===== src/rtl/fpu_out_pkg.sv =====
// fpu_out_pkg: shared widths, ID field helpers and pipe indices for the FPU output arbiter
package fpu_out_pkg;
  localparam int ID_W = 10;
  localparam int DIV = 2;
  localparam int MUL = 1;
  localparam int ADD = 0;
  typedef logic [ID_W-1:0] id_t;
  function automatic logic [7:0] id_dst(id_t id);
    return id[9:2];
  endfunction
  function automatic logic [1:0] id_thr(id_t id);
    return id[1:0];
  endfunction
endpackage


===== src/rtl/fpu_out_arb_if.sv =====
// fpu_out_arb_if: pipe result inputs, CPX credit return and arbiter request outputs
interface fpu_out_arb_if;
  import fpu_out_pkg::*;
  logic       div_req, mul_req, add_req;
  id_t        div_id, mul_id, add_id;
  logic       cpx_fp_gnt;
  logic [7:0] fp_cpx_req_cq;
  logic [1:0] req_thread;
  logic [2:0] dest_rdy;
  logic       div_hold_full, mul_hold_full, add_hold_full;
  logic [1:0] err;
  modport master (
    output div_req, div_id, mul_req, mul_id, add_req, add_id, cpx_fp_gnt,
    input  fp_cpx_req_cq, req_thread, dest_rdy, div_hold_full, mul_hold_full, add_hold_full, err
  );
  modport slave (
    input  div_req, div_id, mul_req, mul_id, add_req, add_id, cpx_fp_gnt,
    output fp_cpx_req_cq, req_thread, dest_rdy, div_hold_full, mul_hold_full, add_hold_full, err
  );
endinterface


===== src/rtl/fpu_out_hold.sv =====
// fpu_out_hold: 1-entry result hold; presents the held entry (or the incoming one) as the candidate
module fpu_out_hold
  import fpu_out_pkg::*;
(
  input  logic clk,
  input  logic rst_n,
  input  logic req,
  input  id_t  id_in,
  input  logic win,
  output logic full,
  output logic cand_v,
  output id_t  cand_id,
  output logic ovf
);
  logic valid_q, valid_d;
  id_t  id_q, id_d;
  logic load;
  assign cand_v  = valid_q | req;
  assign cand_id = valid_q ? id_q : id_in;
  assign full    = valid_q;
  always_comb begin
    load    = req & (valid_q ? win : ~win);
    valid_d = load | (valid_q & ~win);
    id_d    = load ? id_in : id_q;
    ovf     = valid_q & ~win & req;
  end
  always_ff @(posedge clk or negedge rst_n)
    if (!rst_n) begin
      valid_q <= 1'b0;
      id_q    <= '0;
    end else begin
      valid_q <= valid_d;
      id_q    <= id_d;
    end
endmodule


===== src/rtl/fpu_out_arb.sv =====
// fpu_out_arb: credit-based CPX request arbiter over div/mul/add result pipes
module fpu_out_arb
  import fpu_out_pkg::*;
#(
  parameter int CREDITS    = 2,
  parameter int STARVE_MAX = 4
) (
  input logic          rclk,
  input logic          arst_l,
  fpu_out_arb_if.slave bus
);
  localparam int CW = $clog2(CREDITS + 1);
  localparam int SW = $clog2(STARVE_MAX + 1);
  logic [2:0] req, cv, full, ovf, win;
  id_t        rid [3];
  id_t        cid [3];
  logic       div_win, mul_win, add_win, arb_en, mask, issue, cred_ovf;
  id_t        sel;
  logic [CW-1:0] credit_q, credit_d;
  logic [SW-1:0] starve_q, starve_d;
  logic          rr_q, rr_d;
  logic [7:0]    cq_q, cq_d;
  logic [1:0]    thr_q, thr_d, err_q, err_d;
  logic [2:0]    dest_q, dest_d;
  assign req[DIV] = bus.div_req;
  assign req[MUL] = bus.mul_req;
  assign req[ADD] = bus.add_req;
  assign rid[DIV] = bus.div_id;
  assign rid[MUL] = bus.mul_id;
  assign rid[ADD] = bus.add_id;
  assign win      = {div_win, mul_win, add_win};
  for (genvar i = 0; i < 3; i++) begin : g_hold
    fpu_out_hold u_hold (
      .clk(rclk), .rst_n(arst_l), .req(req[i]), .id_in(rid[i]), .win(win[i]),
      .full(full[i]), .cand_v(cv[i]), .cand_id(cid[i]), .ovf(ovf[i])
    );
  end
  always_comb begin
    arb_en   = credit_q != '0;
    mask     = starve_q == SW'(STARVE_MAX);
    div_win  = arb_en & cv[DIV] & ~mask;
    mul_win  = arb_en & ~div_win & cv[MUL] & (~cv[ADD] | ~rr_q);
    add_win  = arb_en & ~div_win & cv[ADD] & (~cv[MUL] | rr_q);
    issue    = div_win | mul_win | add_win;
    sel      = div_win ? cid[DIV] : mul_win ? cid[MUL] : cid[ADD];
    cq_d     = issue ? id_dst(sel) : '0;
    thr_d    = issue ? id_thr(sel) : '0;
    dest_d   = {div_win, mul_win, add_win};
    rr_d     = rr_q ^ (mul_win | add_win);
    // a masked arbitration hands the slot to add/mul and restarts the divide streak
    starve_d = (mul_win | add_win | ~(cv[MUL] | cv[ADD]) | (arb_en & mask)) ? '0 :
               div_win ? starve_q + 1'b1 : starve_q;
    cred_ovf = bus.cpx_fp_gnt & ~issue & (credit_q == CW'(CREDITS));
    credit_d = (issue & ~bus.cpx_fp_gnt) ? credit_q - 1'b1 :
               (bus.cpx_fp_gnt & ~issue & ~cred_ovf) ? credit_q + 1'b1 : credit_q;
    err_d    = err_q | {cred_ovf, |ovf};
  end
  always_ff @(posedge rclk or negedge arst_l)
    if (!arst_l) begin
      credit_q <= CW'(CREDITS);
      starve_q <= '0;
      rr_q     <= 1'b0;
      cq_q     <= '0;
      thr_q    <= '0;
      dest_q   <= '0;
      err_q    <= '0;
    end else begin
      credit_q <= credit_d;
      starve_q <= starve_d;
      rr_q     <= rr_d;
      cq_q     <= cq_d;
      thr_q    <= thr_d;
      dest_q   <= dest_d;
      err_q    <= err_d;
    end
  assign bus.fp_cpx_req_cq = cq_q;
  assign bus.req_thread    = thr_q;
  assign bus.dest_rdy      = dest_q;
  assign bus.div_hold_full = full[DIV];
  assign bus.mul_hold_full = full[MUL];
  assign bus.add_hold_full = full[ADD];
  assign bus.err           = err_q;
endmodule


===== src/flat_wrapper.sv =====
// flat-port wrapper written by rule: the top's interface ports become plain ports
module fpu_out_arb_flat import fpu_out_pkg::*;
#(
  parameter int CREDITS    = 2,
  parameter int STARVE_MAX = 4
)
  (rclk, arst_l, bus_div_req, bus_div_id, bus_mul_req, bus_mul_id, bus_add_req, bus_add_id, bus_cpx_fp_gnt, bus_fp_cpx_req_cq, bus_req_thread, bus_dest_rdy, bus_div_hold_full, bus_mul_hold_full, bus_add_hold_full, bus_err);
  fpu_out_arb_if bus_i ();
  input logic rclk;
  input logic arst_l;
  input wire logic [$bits(bus_i.div_req)-1:0] bus_div_req;
  input wire logic [$bits(bus_i.div_id)-1:0] bus_div_id;
  input wire logic [$bits(bus_i.mul_req)-1:0] bus_mul_req;
  input wire logic [$bits(bus_i.mul_id)-1:0] bus_mul_id;
  input wire logic [$bits(bus_i.add_req)-1:0] bus_add_req;
  input wire logic [$bits(bus_i.add_id)-1:0] bus_add_id;
  input wire logic [$bits(bus_i.cpx_fp_gnt)-1:0] bus_cpx_fp_gnt;
  output wire logic [$bits(bus_i.fp_cpx_req_cq)-1:0] bus_fp_cpx_req_cq;
  output wire logic [$bits(bus_i.req_thread)-1:0] bus_req_thread;
  output wire logic [$bits(bus_i.dest_rdy)-1:0] bus_dest_rdy;
  output wire logic [$bits(bus_i.div_hold_full)-1:0] bus_div_hold_full;
  output wire logic [$bits(bus_i.mul_hold_full)-1:0] bus_mul_hold_full;
  output wire logic [$bits(bus_i.add_hold_full)-1:0] bus_add_hold_full;
  output wire logic [$bits(bus_i.err)-1:0] bus_err;
  assign bus_i.div_req = bus_div_req;
  assign bus_i.div_id = bus_div_id;
  assign bus_i.mul_req = bus_mul_req;
  assign bus_i.mul_id = bus_mul_id;
  assign bus_i.add_req = bus_add_req;
  assign bus_i.add_id = bus_add_id;
  assign bus_i.cpx_fp_gnt = bus_cpx_fp_gnt;
  assign bus_fp_cpx_req_cq = bus_i.fp_cpx_req_cq;
  assign bus_req_thread = bus_i.req_thread;
  assign bus_dest_rdy = bus_i.dest_rdy;
  assign bus_div_hold_full = bus_i.div_hold_full;
  assign bus_mul_hold_full = bus_i.mul_hold_full;
  assign bus_add_hold_full = bus_i.add_hold_full;
  assign bus_err = bus_i.err;
  fpu_out_arb #(.CREDITS(CREDITS), .STARVE_MAX(STARVE_MAX)) u_core (.rclk(rclk), .arst_l(arst_l), .bus(bus_i));
endmodule

===== config.mk =====
export PLATFORM = sky130hd
export DESIGN_NAME = fpu_out_arb_flat
export DESIGN_NICKNAME = d
export VERILOG_FILES = /design/src/rtl/fpu_out_pkg.sv /design/src/rtl/fpu_out_arb_if.sv /design/src/rtl/fpu_out_hold.sv /design/src/rtl/fpu_out_arb.sv /design/src/flat_wrapper.sv
export SDC_FILE = /design/constraint.sdc
export NUM_CORES = 1
export LEC_CHECK = 0
export BUFFER_PORTS_ARGS = -buffer_cell sky130_fd_sc_hd__buf_4
export CORE_AREA = 5 5 58 112
export CTS_BUF_LIST = sky130_fd_sc_hd__clkbuf_16
export DETAILED_ROUTE_END_ITERATION = 8
export DIE_AREA = 0 0 63 117
export GPL_ROUTABILITY_DRIVEN = 0
export PLACE_DENSITY = 0.79
export SYNTH_ARGS = -nofsm -noshare
export SYNTH_HDL_FRONTEND = slang
export SYNTH_SLANG_ARGS = --single-unit

===== constraint.sdc =====
create_clock -name rclk -period 2.5 [get_ports rclk]
set_input_delay 0.25 -clock rclk [delete_from_list [all_inputs] [get_ports rclk]]
set_output_delay 0.25 -clock rclk [all_outputs]
set_load 0.05 [all_outputs]

======== Word-level counts from Yosys, hierarchy flattened ========
Cells that the tools add are included.
storage, ports and cells
  register bits ........................... 54
  input bits .............................. 36
  output and inout port bits .............. 18
  word-level logic and storage cells ...... 84
cells by class
  add/subtract/negate cells ............... 3
  equality and inequality tests ........... 2
  muxes and demuxes ....................... 14
  bitwise logic cells ..................... 48
  reduce and logical (&&, ||, !) cells .... 4
operator list
  cell                   number
  $mux W10               5
  $and A1 B1 Y1          21
  $or A1 B1 Y1           14
  $not A1 Y1             11
  $mux W8                1
  $mux W2                3
  $mux W3                2
  $reduce_bool A2 Y1     3
  $add A3 B1 Y3 const B  1
  $eq A3 B3 Y1 const B   1
  $mux W1                3
  $reduce_or A3 Y1       1
  $add A2 B1 Y2 const B  1
  $eq A2 B2 Y1 const B   1
  $or A2 B2 Y2           1
  $sub A2 B1 Y2 const B  1
  $xor A1 B1 Y1          1

======== Longest topological paths before layout ========
Gate-level depths: netlist of run 1.
  depth after elaboration ................. 16
  depth in mapped cells ................... 9
  mapped depth without buffers ............ 8

======== Modules after synthesis ========
From an unflattened synthesis of run 1, not the netlist that was laid out.
unflattened totals
  cell total of the unflattened synthesis .. 210
  area total of the unflattened synthesis .. 2,842.7 µm²
by module, submodules not included
  module        times used  cells each  area each (µm²)  seq. area each (µm²)
  fpu_out_hold  3           39          591.8            275.3
  fpu_out_arb   1           93          1,067.3          526.8

======== Least setup slack after synthesis of run 1 ========
Ideal clock, no wire load.
  kind .................................... flip-flop to flip-flop
  start ................................... register u_core.g_hold[2].u_hold.valid_q
  end ..................................... register u_core.g_hold[1].u_hold.id_q[1]
  setup time .............................. 125 ps
  arrival ................................. 2,549 ps
  data required time ...................... 2,375 ps
  path slack .............................. -174 ps
  stages on the path, launching flop included .. 8
  path buffers ............................ 1
  period minus slack after synthesis ...... 2,674 ps
  path through ............................ dfrtp_1 -> o2bb2ai_1 -> o21ai_0 -> or3b_2 -> ha_1 -> nand2_1 -> clkbuf_1 -> mux2_2
on the way
  longest elaborated chain between the ends .. 10
ends and longest elaborated chain
  what                            RTL line            text
  start: declaration              fpu_out_hold.sv:15  logic valid_q, valid_d;
  start signal: assignment        fpu_out_hold.sv:32  valid_q <= valid_d;
  $or A1 B1 Y1 (*)                fpu_out_hold.sv:18  assign cand_v = valid_q | req;
  $and A1 B1 Y1 (*) (2 in a row)  fpu_out_arb.sv:41   div_win = arb_en & cv[DIV] & ~mask;
  $not A1 Y1 (*)                  fpu_out_arb.sv:42   mul_win = arb_en & ~div_win & cv[MUL] & (~cv[ADD] | ~rr_q);
  $and A1 B1 Y1 (*) (3 in a row)  fpu_out_arb.sv:42
  $not A1 Y1                      fpu_out_hold.sv:22  load = req & (valid_q ? win : ~win);
  $mux W1 (*)                     fpu_out_hold.sv:22
  $and A1 B1 Y1 (*)               fpu_out_hold.sv:22
  end signal: assignment          fpu_out_hold.sv:33  id_q <= id_d;
  end: declaration                fpu_out_hold.sv:16  id_t id_q, id_d;
Mark *: on every way between the ends. The rest lies on a longest branch, timed or not.
A chain may end at the register's enable or synchronous reset.

======== Worst setup path after layout of run 1 ========
  start ................................... register u_core.starve_q[0]
  end ..................................... register u_core.g_hold[1].u_hold.id_q[8]
on the way
  longest elaborated chain between the ends .. 10
ends and longest elaborated chain
  what                            RTL line            text
  start: declaration              fpu_out_arb.sv:20   logic [SW-1:0] starve_q, starve_d;
  start signal: assignment        fpu_out_arb.sv:69   starve_q <= starve_d;
  $eq A3 B3 Y1 (*)                fpu_out_arb.sv:40   mask = starve_q == SW'(STARVE_MAX);
  $not A1 Y1 (*)                  fpu_out_arb.sv:41
  $and A1 B1 Y1 (*)               fpu_out_arb.sv:41
  $not A1 Y1 (*)                  fpu_out_arb.sv:42
  $and A1 B1 Y1 (*) (3 in a row)  fpu_out_arb.sv:42
  $not A1 Y1                      fpu_out_hold.sv:22
  $mux W1 (*)                     fpu_out_hold.sv:22
  $and A1 B1 Y1 (*)               fpu_out_hold.sv:22
Marks and branches as above.

==> impl_results.rst, run 1 <==
.. list-table::
   :header-rows: 1

   * - Metric
     - Value
   * - Run status
     - finished, violations left
   * - Violations in the final reports
     - hold timing
   * - Worst slew margin relative to its limit
     - 42.5%
   * - Vias per std cell
     - 5.45
   * - Number of cells produced by synthesis
     - 208
   * - Ratio of final minimum period to clock period
     - 96.8%
   * - Area of the core region
     - 5610 um2
   * - Remaining DRCs
     - 0
   * - Port Buffers
     - 53
   * - Clock root buffer master
     - clkbuf_16
   * - Synthesized flop and latch total
     - 54
   * - Number of library cell types mapped by synthesis
     - 35
   * - Layout overhead on the synthesized area
     - 26.4%
   * - Fraction of layout cells with a size suffix above 1
     - 47.9%
   * - Max-slew violations
     - 0
   * - Worst-case setup margin in the final layout
     - 79.9 ps
   * - Crit Path Max Fanout
     - 11
   * - Most frequent standard cell in the layout excluding fill and tap cells
     - buf_4
   * - Wire length of the first global-routing pass
     - 9440 um
   * - Master of the slowest instance on the critical path
     - or3b_2
   * - Worst hold path class
     - primary input to asynchronous set/reset pin
   * - Critical path startpoint category
     - flop
   * - Residual overflow from global routing
     - 0
   * - Starting density of the core
     - 46.9%
   * - Antenna Nets Post-Route
     - 0
   * - Via count
     - 1788
   * - Slew at the pin closest to its max-slew limit
     - 863 ps
   * - Warning count from the yosys run
     - 0
   * - Inserted Clock Buffers
     - 5
   * - Max_cap viols
     - 0
   * - Detailed-routing iteration count for the pre-antenna-repair pass
     - 4
   * - Count of routing violations after the opening detailed-route iteration
     - 48
   * - Average footprint of a synthesized cell
     - 12.7 um2
   * - Most frequently used flop master after synthesis
     - dfrtp_1
   * - Antenna violations before repair
     - 0
   * - Final layout net count
     - 307
   * - CTS HTree Levels
     - 2
   * - Maximum count of clock buffers along a single path
     - 2
   * - # clock sinks
     - 54
   * - Share of async-settable or async-resettable flops after synthesis
     - 100%
   * - Worst path top cell family by delay
     - simple AND/OR/NAND/NOR gates
   * - Largest net degree at the start of global routing
     - 55
   * - Fillers
     - 455
   * - Overall Global Routing Usage
     - 15.8%
   * - Grt met3 use
     - 3.82%
   * - Sequential area share after synthesis
     - 51.4%
   * - Clock tree from TritonCTS
     - done
   * - Top Ports
     - 54
   * - Leading cell types in the layout, fill and taps excluded
     - 60 x buf_4, 51 x dfrtp_1, 47 x mux2_2
   * - Die H
     - 117 um
   * - Area of the mapped netlist
     - 2630 um2
   * - Global Route met1 Usage
     - 19.9%
   * - Number of global-route vias before repair
     - 1994
   * - Cells along the critical path
     - inv_2 > ha_2 > o2bb2ai_2 > o21ai_2 > or3b_2 > ha_1 > nand2_1 > buf_12 > mux2_2
   * - Die extent in x
     - 63 um
   * - Clk slew on worst S/H paths
     - 70 ps
   * - Skew-Pair Late Insertion Delay
     - 280 ps
   * - Minimum hold slack
     - -0.916 ps
   * - Number of synthesized flops with an enable pin
     - 0
   * - Static leakage
     - 1.59 nW
   * - Worst IR drop on VDD
     - 1450 uV
   * - Endpoint class of the critical path
     - flop
   * - Pre-CTS setup slack
     - -13.2 ps
   * - Fin Clk Skew
     - 5.92 ps
   * - Area share of the leading cell type in the synthesized netlist
     - 50.4%
   * - Placed wire-length estimate after detailed placement
     - 4140 um
   * - Peak per-stage delay on the critical path
     - 500 ps
   * - Time the worst path needs with I/O delays and setup
     - 2420 ps
   * - Final number of hold-violating endpoints
     - 1
   * - Number of nets in the synthesized netlist
     - 249
   * - Required time of the critical path
     - 2670 ps
   * - Row Count
     - 39
   * - Worst path arrival time
     - 2590 ps
   * - Final Setup Violations
     - 0
   * - Final Util
     - 59.3%
   * - Buf+Inv Stages, Crit Path
     - 2
   * - Average detailed-routed wire length per instance
     - 17.0 um
   * - Top cells by area in the synthesized netlist
     - dfrtp_1 50%, mux2_2 20%, mux2i_1 8.0%, ha_1 2.4%, a21oi_1 2.3%
   * - Met2 usage
     - 26.8%
   * - Power density normalized to cell area
     - 1470 nW/um2
   * - Most congested layer reported by global routing
     - met2
   * - Worst setup path class
     - flop to flop
   * - Number of inserted diodes
     - 0
   * - Die Outline Area
     - 7370 um2
   * - Maximum frequency from static timing analysis
     - 413 MHz
   * - Wire length reported by the detailed router
     - 5580 um
   * - Cell type with the largest total area after synthesis
     - dfrtp_1
## cell families (layout without fill, tap and decap cells)
family | after synthesis | in the layout | share of synthesized area (%)
adders and majority gates | 5 | 5 | 2.38
and+or+nand+nor | 24 | 24 | 5.09
xor gates and xnor gates | 4 | 4 | 1.33
buffers and inverters | 17 | 76 | 2.76
muxes | 71 | 71 | 29.4
AOI/OAI and AO/OA | 33 | 33 | 7.70
DFF | 54 | 54 | 51.4
## sequential cells by signal, summed over array words and instances (netlist names)
register	flops
u_core.rr_q	1
u_core.g_hold.u_hold.full	3
u_core.g_hold.u_hold.id_q	30
u_core.bus.err	2
u_core.credit_q	2
u_core.bus.fp_cpx_req_cq	8
u_core.starve_q	3
u_core.bus.dest_rdy	3
u_core.bus.req_thread	2
## final timing paths
check	end	depth (start not counted)	slack, ps	from
setup reg to reg	u_core.g_hold[1].u_hold.id_q[8]	9	80	u_core.starve_q[0]
hold reg to reg	u_core.bus.err[1]	1	480	u_core.bus.err[1]
setup / recovery	u_core.g_hold[1].u_hold.id_q[8]	9	80	u_core.starve_q[0]
min in group rclk	u_core.g_hold[2].u_hold.id_q[5]	2	200	bus_div_id[5]
hold / removal	u_core.bus.dest_rdy[1]	1	-0.9	arst_l
max in group asynchronous	u_core.g_hold[2].u_hold.full	1	2010	arst_l
## report_power, final
part	switching, mW	total, mW	internal [mW]
clock	0.294	0.760	0.466
combinational	1.42	2.63	1.21
sequential	0.204	1.52	1.32
total	1.92	4.91	2.99
## Yosys cell counts, types with 2 or more instances
| cell type | n |
|---|---|
| dfrtp_1 | 53 |
| mux2_2 | 47 |
| mux2i_1 | 21 |
| a21oi_1 | 12 |
| o21ai_0 | 12 |
| clkbuf_1 | 6 |
| inv_1 | 6 |
| nor2_1 | 6 |
| ha_1 | 5 |
| nand2_1 | 5 |
| buf_2 | 4 |
| mux2_1 | 3 |
| nand2b_1 | 3 |
| xnor2_1 | 3 |
| nor3b_1 | 2 |
## metal layers
| metal | part of all wire [%] | vias up |
|---|---|---|
| met2 | 50 | 51 |
| met1 | 43 | 870 |
| met3 | 5.4 | 5 |
| li1 | - | 862 |
| met4 | 0.75 | 0 |
| met5 | 0 | - |
## per-stage QoR
stage / hold slack (ps) / setup TNS [ps] / power (mW) / std cells / cell area, um2
floorplan: -45.6 / 0 / 3.42 / 208 / 2640
global placement: 328 / 0 / 4.04 / 320 / 3150
detailed placement: 336 / -38.4 / 4.14 / 320 / 3150
CTS: 23.6 / 0 / 4.93 / 328 / 3310
global route: 49.8 / -50.1 / 5.23 / 328 / 3330
finish: -0.916 / 0 / 4.91 / 328 / 3330
## cell type report
class                           instances  area (um2)  share of cell area [%]
Timing Repair Buffer                   62         490                    14.7
Tap cell                               61        76.3                    2.29
Inverter                                6        22.5                   0.677
Sequential cell                        54        1360                    40.7
Clock inverter                          3        37.5                    1.13
Clock buffer                            5         125                    3.76
Multi-Input combinational cell        137        1220                    36.7
## timing repair
item	4_1_cts	5_1_grt
hold buffers	0	0
endpoints found under the setup margin	10	10
pin swaps	0	0
buffers inserted	0	0
gates resized for setup	1	4
Power figures use the tool's default switching activity.
==> run 2, diff against run 1 <==
--- a/config.mk
+++ b/config.mk
@@ -6,12 +6,12 @@
 export NUM_CORES = 1
 export LEC_CHECK = 0
 export BUFFER_PORTS_ARGS = -buffer_cell sky130_fd_sc_hd__buf_4
-export CORE_AREA = 5 5 58 112
+export CORE_AREA = 5 5 73 141
 export CTS_BUF_LIST = sky130_fd_sc_hd__clkbuf_16
 export DETAILED_ROUTE_END_ITERATION = 8
-export DIE_AREA = 0 0 63 117
+export DIE_AREA = 0 0 78 146
 export GPL_ROUTABILITY_DRIVEN = 0
-export PLACE_DENSITY = 0.79
+export PLACE_DENSITY = 0.54
 export SYNTH_ARGS = -nofsm -noshare
 export SYNTH_HDL_FRONTEND = slang
 export SYNTH_SLANG_ARGS = --single-unit
==> impl_results.rst, run 2 (synthesis results as in run 1) <==
.. list-table::
   :header-rows: 1

   * - Metric
     - Value
   * - Run status
     - finished, violations left
   * - Violations in the final reports
     - hold timing
   * - Leading cell types in the layout, fill and taps excluded
     - 62 x buf_4, 51 x dfrtp_1, 47 x mux2_2
   * - Fraction of layout cells with a size suffix above 1
     - 49.1%
   * - Die Outline Area
     - 11400 um2
   * - Number of global-route vias before repair
     - 1979
   * - CTS HTree Levels
     - 2
   * - Clock tree from TritonCTS
     - done
   * - Met2 usage
     - 21.8%
   * - Placed wire-length estimate after detailed placement
     - 4730 um
   * - Layout overhead on the synthesized area
     - 28.6%
   * - Final Util
     - 37.6%
   * - Largest net degree at the start of global routing
     - 55
   * - Footprint of the multi-input gates
     - 1220 um2
   * - Maximum frequency from static timing analysis
     - 426 MHz
   * - Wire length reported by the detailed router
     - 6210 um
   * - Die extent in x
     - 78 um
   * - Final layout net count
     - 309
   * - Register area
     - 1360 um2
   * - Worst IR drop on VDD
     - 436 uV
   * - Slew at the pin closest to its max-slew limit
     - 894 ps
   * - Quantity of hold-fixing buffers added after cts
     - 0
   * - Required time of the critical path
     - 2680 ps
   * - Clock root buffer master
     - clkbuf_16
   * - Worst hold path class
     - primary input to asynchronous set/reset pin
   * - Detailed-routing iteration count for the pre-antenna-repair pass
     - 4
   * - Setup repair after global routing missed its margin
     - false
   * - Max-slew violations
     - 0
   * - Reg-to-reg setup timing slack
     - 150 ps
   * - Time the worst path needs with I/O delays and setup
     - 2350 ps
   * - Number of inserted diodes
     - 0
   * - Critical path startpoint category
     - flop
   * - Remaining DRCs
     - 0
   * - Sum of negative setup slack
     - 0 ps
   * - Inserted Clock Buffers
     - 5
   * - Die H
     - 146 um
   * - Port Buffers
     - 53
   * - Count of routing violations after the opening detailed-route iteration
     - 53
   * - Ratio of final minimum period to clock period
     - 93.8%
   * - Wire length of the first global-routing pass
     - 10000 um
   * - Fillers
     - 893
   * - Max_cap viols
     - 0
   * - Max reg flops
     - 30
   * - Average detailed-routed wire length per instance
     - 16.7 um
   * - Worst setup path class
     - flop to flop
   * - Row Count
     - 49
   * - Antenna Nets Post-Route
     - 0
   * - Endpoint class of the critical path
     - flop
   * - Launching point of the worst reg2reg path
     - u_core.starve_q[0]
   * - Crit Path Max Fanout
     - 11
   * - Fin Clk Skew
     - 8.01 ps
   * - Worst Reg2Reg Path Length in Cells
     - 9
   * - Antenna violations before repair
     - 0
   * - Vias per std cell
     - 4.86
   * - Power density normalized to cell area
     - 1440 nW/um2
   * - Worst slew margin relative to its limit
     - 40.4%
   * - Critical R2R Capture
     - u_core.g_hold[1].u_hold.id_q[0]
   * - Most frequent standard cell in the layout excluding fill and tap cells
     - buf_4
   * - Worst path arrival time
     - 2530 ps
   * - Reg with most FFs
     - u_core.g_hold.u_hold.id_q
   * - # clock sinks
     - 54
   * - Minimum hold slack
     - -2.28 ps
   * - Most congested layer reported by global routing
     - met2
   * - Static leakage
     - 1.59 nW
   * - Final Setup Violations
     - 0
   * - Clk slew on worst S/H paths
     - 70 ps
   * - Via count
     - 1802
   * - Global Route met1 Usage
     - 11.1%
   * - Residual overflow from global routing
     - 0
   * - Grt met3 use
     - 2.17%
   * - Top Ports
     - 54
   * - Starting density of the core
     - 29.2%
   * - Area of the core region
     - 9010 um2
   * - Skew-Pair Late Insertion Delay
     - 300 ps
   * - Maximum count of clock buffers along a single path
     - 2
   * - Overall Global Routing Usage
     - 11.4%
   * - Final number of hold-violating endpoints
     - 6
-- run 2: worst max-delay path by stage --
stage                                      end                         start  depth (start not counted)  slack, ps
2_1_floorplan  u_core.g_hold[2].u_hold.id_q[1]  u_core.g_hold[2].u_hold.full                          7         40
3_3_place_gp   u_core.g_hold[1].u_hold.id_q[6]            u_core.starve_q[0]                          9        130
3_5_place_dp   u_core.g_hold[1].u_hold.id_q[5]            u_core.starve_q[0]                          9         60
4_1_cts        u_core.g_hold[1].u_hold.id_q[0]            u_core.starve_q[0]                          9         50
5_1_grt        u_core.g_hold[1].u_hold.id_q[0]            u_core.starve_q[0]                          9         40
6_report       u_core.g_hold[1].u_hold.id_q[0]            u_core.starve_q[0]                          9        150
-- run 2: stage by stage --
stage	setup slack (ps)	area, um2	std cells	total power [mW]	hold WS, ps
4_1_cts	46.0	3370	371	4.96	28.8
2_1_floorplan	36.1	2640	208	3.42	-45.6
5_1_grt	43.9	3380	371	5.21	56.8
3_5_place_dp	64.5	3220	363	4.22	354
6_report	155	3380	371	4.88	-2.28
3_3_place_gp	129	3220	363	4.17	346
-- run 2: power by group --
| part | switching [mW] | internal, mW |
|---|---|---|
| sequential | 0.205 | 1.32 |
| combinational | 1.43 | 1.23 |
| clock | 0.327 | 0.377 |
-- run 2: routing by layer --
layer / part of all wire, % / routed length (um)
met1: 35 / 2180
met2: 59 / 3640
met3: 3.4 / 212
met4: 2.7 / 168
met5: 0 / 0
-- run 2: area by class of cell --
class | count | share of cell area (%)
Clock inverter | 3 | 0.739
Multi-Input combinational cell | 137 | 36.2
Timing Repair Buffer | 64 | 14.9
Tap cell | 102 | 3.77
Clock buffer | 5 | 3.70
Sequential cell | 54 | 40.0
Inverter | 6 | 0.665
-- run 2: repair_timing --
| action | 4_1_cts | 5_1_grt |
|---|---|---|
| setup endpoints to repair | 0 | 10 |
| gates resized for setup | 0 | 4 |
| setup buffers | 0 | 0 |
| endpoints found under the hold margin | 0 | 0 |
-- run 2: worst max-delay path: stages, from the launching register on --
cell and delay (ps):
dfrtp_1 390, inv_1 100, ha_1 190, o2bb2ai_2 130, o21ai_2 90, or3b_2 490
ha_1 300, nand2_2 90, buf_12 130, mux2_2 330
